## config.mk

```make
export PLATFORM = sky130hd
export DESIGN_NAME = vga_timing_gen
export DESIGN_NICKNAME = d
export VERILOG_FILES = /design/src/rtl/vga_timing_gen.sv
export SDC_FILE = /design/constraint.sdc
export NUM_CORES = 1
export LEC_CHECK = 0
export ABC_AREA = 1
export CAP_MARGIN = 20
export CELL_PAD_IN_SITES_DETAIL_PLACEMENT = 1
export CELL_PAD_IN_SITES_GLOBAL_PLACEMENT = 2
export CORE_ASPECT_RATIO = 0.9
export CORE_MARGIN = 1
export CORE_UTILIZATION = 28
export DETAILED_ROUTE_END_ITERATION = 7
export HOLD_SLACK_MARGIN = 0.02
export PLACE_DENSITY_LB_ADDON = 0.1
export RECOVER_POWER = 25
export SLEW_MARGIN = 20
export SYNTH_ARGS = -nofsm -noshare
export SYNTH_HDL_FRONTEND = slang
export SYNTH_SLANG_ARGS = --single-unit
```

## constraint.sdc

```tcl
create_clock -name clk -period 1.37 [get_ports clk]
set_input_delay 0.2055 -clock clk [delete_from_list [all_inputs] [get_ports clk]]
set_output_delay 0.2055 -clock clk [all_outputs]
set_load 0.01 [all_outputs]
```

## src/rtl/vga_timing_gen.sv

```systemverilog
// Parametrised raster timing generator with a latency-matched pixel request port.
// Sync, blank and frame/line markers are delayed so they leave aligned with pixel data.
module vga_timing_gen #(
  parameter int H_SYNC   = 96,
  parameter int H_BACK   = 48,
  parameter int H_ACTIVE = 640,
  parameter int H_FRONT  = 16,
  parameter int V_SYNC   = 2,
  parameter int V_BACK   = 33,
  parameter int V_ACTIVE = 480,
  parameter int V_FRONT  = 10,
  parameter bit HS_POL   = 1'b0,
  parameter bit VS_POL   = 1'b0,
  parameter int DATA_W   = 24,
  parameter int PIX_LAT  = 2,
  parameter int CW       = 11
) (
  input  logic              clk,
  input  logic              rst_n,
  input  logic              en,
  output logic              req,
  output logic [CW-1:0]     req_x,
  output logic [CW-1:0]     req_y,
  input  logic [DATA_W-1:0] pix_data,
  output logic              hs,
  output logic              vs,
  output logic              de,
  output logic [DATA_W-1:0] rgb,
  output logic              frame_start,
  output logic              line_start
);

  localparam int H_TOTAL = H_SYNC + H_BACK + H_ACTIVE + H_FRONT;
  localparam int V_TOTAL = V_SYNC + V_BACK + V_ACTIVE + V_FRONT;
  localparam int H_AS    = H_SYNC + H_BACK;
  localparam int H_AE    = H_AS + H_ACTIVE;
  localparam int V_AS    = V_SYNC + V_BACK;
  localparam int V_AE    = V_AS + V_ACTIVE;

  // One extra bit so region bounds equal to the total still compare correctly.
  localparam logic [CW:0]   H_SYNC_C = (CW+1)'(H_SYNC);
  localparam logic [CW:0]   H_AS_C   = (CW+1)'(H_AS);
  localparam logic [CW:0]   H_AE_C   = (CW+1)'(H_AE);
  localparam logic [CW:0]   V_SYNC_C = (CW+1)'(V_SYNC);
  localparam logic [CW:0]   V_AS_C   = (CW+1)'(V_AS);
  localparam logic [CW:0]   V_AE_C   = (CW+1)'(V_AE);
  localparam logic [CW-1:0] H_LAST   = CW'(H_TOTAL - 1);
  localparam logic [CW-1:0] V_LAST   = CW'(V_TOTAL - 1);
  localparam logic [CW-1:0] H_OFF    = CW'(H_AS);
  localparam logic [CW-1:0] V_OFF    = CW'(V_AS);

  if ((H_TOTAL - 1) >= (1 << CW) || (V_TOTAL - 1) >= (1 << CW)) begin : g_cw_check
    $error("vga_timing_gen: CW=%0d cannot hold H_TOTAL-1=%0d / V_TOTAL-1=%0d",
           CW, H_TOTAL - 1, V_TOTAL - 1);
  end
  if (PIX_LAT < 0 || PIX_LAT > 15) begin : g_lat_check
    $error("vga_timing_gen: PIX_LAT=%0d outside 0..15", PIX_LAT);
  end

  typedef struct packed {
    logic hs;
    logic vs;
    logic de;
    logic fs;
    logic ls;
  } tim_t;

  logic [CW-1:0] h_cnt;
  logic [CW-1:0] v_cnt;
  logic [CW:0]   h_ext;
  logic [CW:0]   v_ext;
  logic          h_act;
  logic          v_act;
  tim_t          raw;
  tim_t          s1_q;
  tim_t          dl_out;
  tim_t          out_q;

  always_ff @(posedge clk or negedge rst_n) begin
    if (!rst_n) begin
      h_cnt <= '0;
      v_cnt <= '0;
    end else if (!en) begin
      h_cnt <= '0;
      v_cnt <= '0;
    end else if (h_cnt == H_LAST) begin
      h_cnt <= '0;
      v_cnt <= (v_cnt == V_LAST) ? '0 : v_cnt + 1'b1;
    end else begin
      h_cnt <= h_cnt + 1'b1;
    end
  end

  assign h_ext = {1'b0, h_cnt};
  assign v_ext = {1'b0, v_cnt};
  assign h_act = (h_ext >= H_AS_C) && (h_ext < H_AE_C);
  assign v_act = (v_ext >= V_AS_C) && (v_ext < V_AE_C);

  assign raw = '{hs: (h_ext < H_SYNC_C),
                 vs: (v_ext < V_SYNC_C),
                 de: (h_act && v_act),
                 fs: (h_cnt == '0 && v_cnt == '0),
                 ls: (h_cnt == '0)};

  // req is a fire-and-forget request with no back-pressure: the source must
  // present the pixel for (req_x, req_y) exactly PIX_LAT clocks after req.
  always_ff @(posedge clk or negedge rst_n) begin
    if (!rst_n) begin
      req   <= 1'b0;
      req_x <= '0;
      req_y <= '0;
      s1_q  <= '0;
    end else if (!en) begin
      req   <= 1'b0;
      req_x <= '0;
      req_y <= '0;
      s1_q  <= '0;
    end else begin
      req   <= raw.de;
      req_x <= raw.de ? (h_cnt - H_OFF) : '0;
      req_y <= raw.de ? (v_cnt - V_OFF) : '0;
      s1_q  <= raw;
    end
  end

  if (PIX_LAT == 0) begin : g_no_delay
    assign dl_out = s1_q;
  end else begin : g_delay
    tim_t dl_q [PIX_LAT];

    always_ff @(posedge clk or negedge rst_n) begin
      if (!rst_n) begin
        for (int i = 0; i < PIX_LAT; i++) dl_q[i] <= '0;
      end else if (!en) begin
        for (int i = 0; i < PIX_LAT; i++) dl_q[i] <= '0;
      end else begin
        dl_q[0] <= s1_q;
        for (int i = 1; i < PIX_LAT; i++) dl_q[i] <= dl_q[i-1];
      end
    end

    assign dl_out = dl_q[PIX_LAT-1];
  end

  always_ff @(posedge clk or negedge rst_n) begin
    if (!rst_n) begin
      out_q <= '0;
      rgb   <= '0;
    end else if (!en) begin
      out_q <= '0;
      rgb   <= '0;
    end else begin
      out_q <= dl_out;
      rgb   <= dl_out.de ? pix_data : '0;
    end
  end

  // Stored sync terms are "active" flags; polarity is applied only at the pins.
  assign hs          = HS_POL ? out_q.hs : ~out_q.hs;
  assign vs          = VS_POL ? out_q.vs : ~out_q.vs;
  assign de          = out_q.de;
  assign frame_start = out_q.fs;
  assign line_start  = out_q.ls;

endmodule

```

==> results.ini, run 1 <==
[status]
status = finished with violations
violations = negative setup slack

[layout]
layout-drive-gt1-share = 0.318
fin_cells = 778
final_common_cell = dfrtp_1
layout.nets = 640
most-common-layout-cells = 84 x dfrtp_1, 77 x buf_4, 75 x nand2_1
final_area_um2 = 6120
syn_to_final_growth_pct = 56.9
num_antenna_cells = 0

[worst_setup_path]
slowest_stage = dfrtp_1
critPathTopFamily = simple AND/OR/NAND/NOR gates
worstPathRequired_ns = 1.66
crit_top_cell = nand2_1
regToRegEndpoint = req_y[10]
cp.arrival_ns = 1.81
cp_max_fo = 7
crit_buf_inv = 3
reg2reg_depth = 11
r2r_start = h_cnt[0]
cp-end-kind = flop
critical_path_class = flop to flop
worstSetupStartpointType = flop
cpPeakStageDelay_ns = 0.41
reg2reg_slack_ns = -0.15
crit_chain = buf_6 -> inv_2 -> nand2_1 -> nor2_2 -> nand2_1 -> nand3_1 -> nand2_1 -> nor2_2 -> nand2_4 -> clkbuf_16 -> nor2_4

[floorplanning]
dieArea_um2 = 14400
fp.dieW_um = 126
initial_utilization = 0.290
coreArea_um2 = 13500
die_h_um = 114
boundaryPins = 79
fp-row-count = 40

[grt]
grt_pass1_vias = 3494
antenna_found_initial = 0
grt_max_degree = 28
grt_pass1_wl_um = 17600
grt_overflow_total = 0
track_usage = 0.161

[clock_tree]
cts_num_sinks = 88
cts_buffers = 9
cts_root_buffer = clkbuf_16
clock_latency_ns = 0.35
htree_num_levels = 3
path_clk_slew_ns = 0.07
cts_tree = yes
max-clock-path-buffers = 2

[placement]
placed_cells = 753
dp_hpwl_um = 7970
port_buffers = 78
dpl_cell_area_um2 = 5520
place_congestion = 0.824

[timing]
period_minus_slack_ns = 1.52
tightest_slew_ns = 0.742
finClkSkew_ns = 0.00658
setup_violations = 65
fin_ws_ns = -0.151
rsz0062_at_grt = true
fmax_ghz = 0.657
drv_slew = 0
relSlewSlack = 0.505
hold_viol = 0
fin_crit_sh = 1.11

[drt]
first_iter_violations = 81
vias = 3265
routed_wl_um = 10800
ant_nets = 0
drc = 0
wl_per_cell_um = 13.9
viasPerCell = 4.20
first_pass_iters = 4

[power_and_ir_drop]
switching_share = 0.250
power.density_nw_per_um2 = 889
power_switching_mw = 1.36
peakVddDrop_mv = 0.601
pwr-share-seq = 0.485
p_clk_frac = 0.453
combPwrFrac = 0.062
p_leak_nw = 3.50
intPower_mw = 4.08

[logic_synthesis]
syn-cell-area_um2 = 3900
synth_cells = 436
yosys.cell_types.count = 26
syn_avg_cell_area_um2 = 8.95
ys.warnings.count = 0
synthesis.nets = 471
yosysSeqAreaShare = 0.564
ys_ff_latch = 88

[worst_hold_path]
hold_end = rgb[7]
holdPathStages = 3
min_from = pix_data[7]
hp-class = input pin to flop

[job]
drv_cap = 0

==> synthesized netlist by cell type (all sizes together) <==
cell type,instances,area [um^2]
nand3b,1,7.51
inv,81,304
nand3,22,120
nor3b,1,7.51
clkbuf,3,11.3
ha,8,100
o21ai,9,45.0
xor2,14,123
nand2,87,337
a21oi,9,48.8
nor2,82,395
dfrtp,88,2200
xnor2,1,8.76
buf,8,65.1
nor4,2,12.5
nor3,12,65.1
nand4,8,50.1
==> final cells by class <==
cell class / count / area (um^2)
Clock buffer: 9 / 225
Multi-Input combinational cell: 256 / 1600
Clock inverter: 7 / 72.6
Sequential cell: 88 / 2210
Tap cell: 168 / 210
Timing Repair Buffer: 169 / 1500
Inverter: 81 / 307
Fill cell: 1543 / 7340
==> layer usage <==
layer,track usage,vias up,routed length (um)
met5,0,-,0
met4,0.0434,0,143
met3,0.0483,12,538
met2,0.253,71,5010
met1,0.216,1534,5100
li1,-,1648,-
==> through the flow <==
step | hold WS, ns | util | setup TNS [ns] | setup WS [ns] | power (mW)
floorplan | -0.0901 | - | -0.124 | -0.0308 | 2.77
global placement | 0.158 | 0.410 | -6.22 | -0.302 | 3.01
detailed placement | 0.167 | 0.410 | -7.48 | -0.299 | 3.01
CTS | 0.341 | 0.438 | -3.20 | -0.136 | 5.52
global route | 0.365 | 0.455 | -13.65 | -0.246 | 5.67
finish | 0.372 | 0.455 | -5.79 | -0.151 | 5.44
==> power by group through the flow <==
stage                     clock network [mW]  logic [mW]  registers (mW)
final                                   2.47       0.339            2.64
after global routing                    2.65       0.383            2.64
after CTS                               2.55       0.330            2.64
after detailed placement                   0       0.321            2.69
after global placement                     0       0.319            2.69
after floorplan                            0      0.0856            2.69
==> cell families after synthesis <==
group | share of synthesized area
flip-flops | 0.564
XOR/XNOR | 0.0337
buffers and inverters | 0.0975
AND/OR/NAND/NOR | 0.255
adder cells (fa/ha/maj) | 0.0257
AO/OA/AOI/OAI | 0.0240
==> state kept, by name, summed over array words and instances, names as in the netlist <==
name          cells
out_q             2
req_x            11
req_y            11
frame_start       1
de                1
dl_out            5
g_delay.dl_q      5
s1_q              4
req               1
v_cnt            11
line_start        1
h_cnt            11
rgb              24
==> worst reg2reg max path, cell delays in order (launching register included) <==
cell and delay [ns]:
dfrtp_1 0.41, buf_6 0.13, inv_2 0.06, nand2_1 0.07
nor2_2 0.07, nand2_1 0.09, nand3_1 0.09, nand2_1 0.06
nor2_2 0.12, nand2_4 0.10, clkbuf_16 0.19, nor2_4 0.07
==> worst max path at each step <==
stage,start,to,slack [ns],depth (start not counted)
2_1_floorplan,h_cnt[0],v_cnt[3],-0.03,9
3_3_place_gp,en,s1_q[4],-0.30,4
3_5_place_dp,en,s1_q[4],-0.30,4
4_1_cts,h_cnt[0],v_cnt[3],-0.14,10
5_1_grt,h_cnt[0],v_cnt[3],-0.25,10
6_report,h_cnt[0],req_y[10],-0.15,11
==> what timing repair did <==
item | in CTS | in global routing
setup endpoints to repair | 98 | 48
setup buffers | 3 | 4
hold buffers | 1 | 0
pin swaps | 6 | 5
gates resized for setup | 85 | 40
gates cloned | 0 | 2
endpoints found under the hold margin | 24 | 0
No activity file was read; power rests on OpenSTA's default activity.
==> run 2, diff against run 1 <==
Settings changed: CELL_PAD_IN_SITES_DETAIL_PLACEMENT 1 to default, CELL_PAD_IN_SITES_GLOBAL_PLACEMENT 2 to default, CORE_ASPECT_RATIO 0.9 to default, CORE_UTILIZATION 28 to 46, PLACE_DENSITY from default to 0.76, PLACE_DENSITY_LB_ADDON 0.1 to default.
==> run 2 against run 1 <==
The flow still finishes with violations (negative setup slack). Die area decreased by 39%. Maximum frequency decreased by 4.2%. Combinational power increased by 1%. Global-route usage increased by 6.7 points. Non-clock buffer count decreased by 6.
==> results.ini, run 2 (same netlist as run 1, synthesis figures left out) <==
[status]
status = finished with violations
violations = negative setup slack

[clock_tree]
cts_root_buffer = clkbuf_8
cts_buffers = 9
cts_num_sinks = 88
max-clock-path-buffers = 2
path_clk_slew_ns = 0.09
htree_num_levels = 3
cts_tree = yes
clock_latency_ns = 0.36

[drt]
routed_wl_um = 10000
first_iter_violations = 180
viasPerCell = 4.90
first_pass_iters = 5
drc = 0
ant_nets = 0
wl_per_cell_um = 14.1
vias = 3477

[layout]
regArea_um2 = 2210
fillers = 560
utilization = 0.722
largest_reg_flops = 24
fin_cells = 710
syn_to_final_growth_pct = 52.0
most-common-layout-cells = 81 x dfrtp_1, 72 x buf_4, 68 x nand2_1
layout.nets = 635
layout-drive-gt1-share = 0.350
num_antenna_cells = 0
final_common_cell = dfrtp_1
regMostFlops = rgb
multi_input_area_um2 = 1640
final_area_um2 = 5930

[worst_hold_path]
hp-class = input pin to flop
min_from = pix_data[21]
holdPathStages = 3

[grt]
grt_pass1_vias = 3313
grt_pass1_wl_um = 15300
grt_overflow_total = 0
grt_max_degree = 35
antenna_found_initial = 0
track_usage = 0.228

[floorplanning]
coreArea_um2 = 8220
dieArea_um2 = 8860
fp-row-count = 33
boundaryPins = 79
initial_utilization = 0.475
fp.dieW_um = 94.1
die_h_um = 94.1

[placement]
place_congestion = 0.919
dpl_cell_area_um2 = 5340
placed_cells = 678
port_buffers = 78
dp_hpwl_um = 6580
dp_slack_ns = -0.238

[power_and_ir_drop]
power_switching_mw = 1.13
intPower_mw = 3.64
pwr-share-seq = 0.553
power.density_nw_per_um2 = 804
p_clk_frac = 0.375
total_power_mw = 4.77
p_leak_nw = 3.44
switching_share = 0.237
peakVddDrop_mv = 0.547
combPwrFrac = 0.072

[timing]
fin_ws_ns = -0.217
relSlewSlack = 0.551
period_minus_slack_ns = 1.59
setup_violations = 46
fin_crit_sh = 1.16
finClkSkew_ns = 0.0106
hold_ws_ns = 0.363
rsz0062_at_grt = true
tns_ns = -7.27
fmax_ghz = 0.630
drv_slew = 0
hold_viol = 0
tightest_slew_ns = 0.673

[worst_setup_path]
worstPathRequired_ns = 1.66
crit_start = h_cnt[2]
critical_path_class = flop to flop
cp-end-kind = flop
cp_max_fo = 11
reg2reg_depth = 10
r2r_start = h_cnt[2]
cp.arrival_ns = 1.87
worstSetupStartpointType = flop

[job]
drv_cap = 0

-- run 2: power by group through the flow --
stage | registers (mW) | logic, mW | clock network [mW]
floorplan | 2.69 | 0.0856 | 0
global placement | 2.69 | 0.284 | 0
detailed placement | 2.69 | 0.290 | 0
CTS | 2.64 | 0.309 | 1.82
global route | 2.64 | 0.378 | 1.94
finish | 2.64 | 0.343 | 1.79
-- run 2: area by class of cell --
class / instances / area share
Clock buffer: 10 / 0.0215
Clock inverter: 6 / 0.0114
Inverter: 81 / 0.0538
Multi-Input combinational cell: 257 / 0.276
Sequential cell: 88 / 0.373
Tap cell: 105 / 0.0221
Timing Repair Buffer: 163 / 0.243
-- run 2: timing repair --
item,4_1_cts,5_1_grt
gates cloned,1,0
buffers inserted,7,8
gates resized for setup,92,57
endpoints found under the setup margin,97,48
endpoints found under the hold margin,24,0
pin swaps,16,24
hold buffers,1,0
-- run 2: per-layer routing --
metal	track usage	routed length (um)
met5	0	0
met4	0.108	375
met3	0.0461	640
met2	0.390	4990
met1	0.275	4030
-- run 2: critical path: stages, from the launching register on --
cell     delay [ns]
dfrtp_1        0.46
inv_1          0.11
nand2_1        0.10
nor2_1         0.14
nand2_1        0.10
nand3_1        0.08
nand2_1        0.07
nor2_2         0.10
nand2_2        0.10
buf_12         0.16
nor2_2         0.08
-- run 2: path summary, 6_finish.rpt --
path	endpoint	slack, ns
setup / recovery	req_x[7]	-0.22
hold / removal	rgb[21]	0.36
setup reg to reg	req_x[7]	-0.22
hold reg to reg	line_start	0.44
max in group asynchronous	req_x[9]	0.27
min in group asynchronous	req_y[4]	0.41
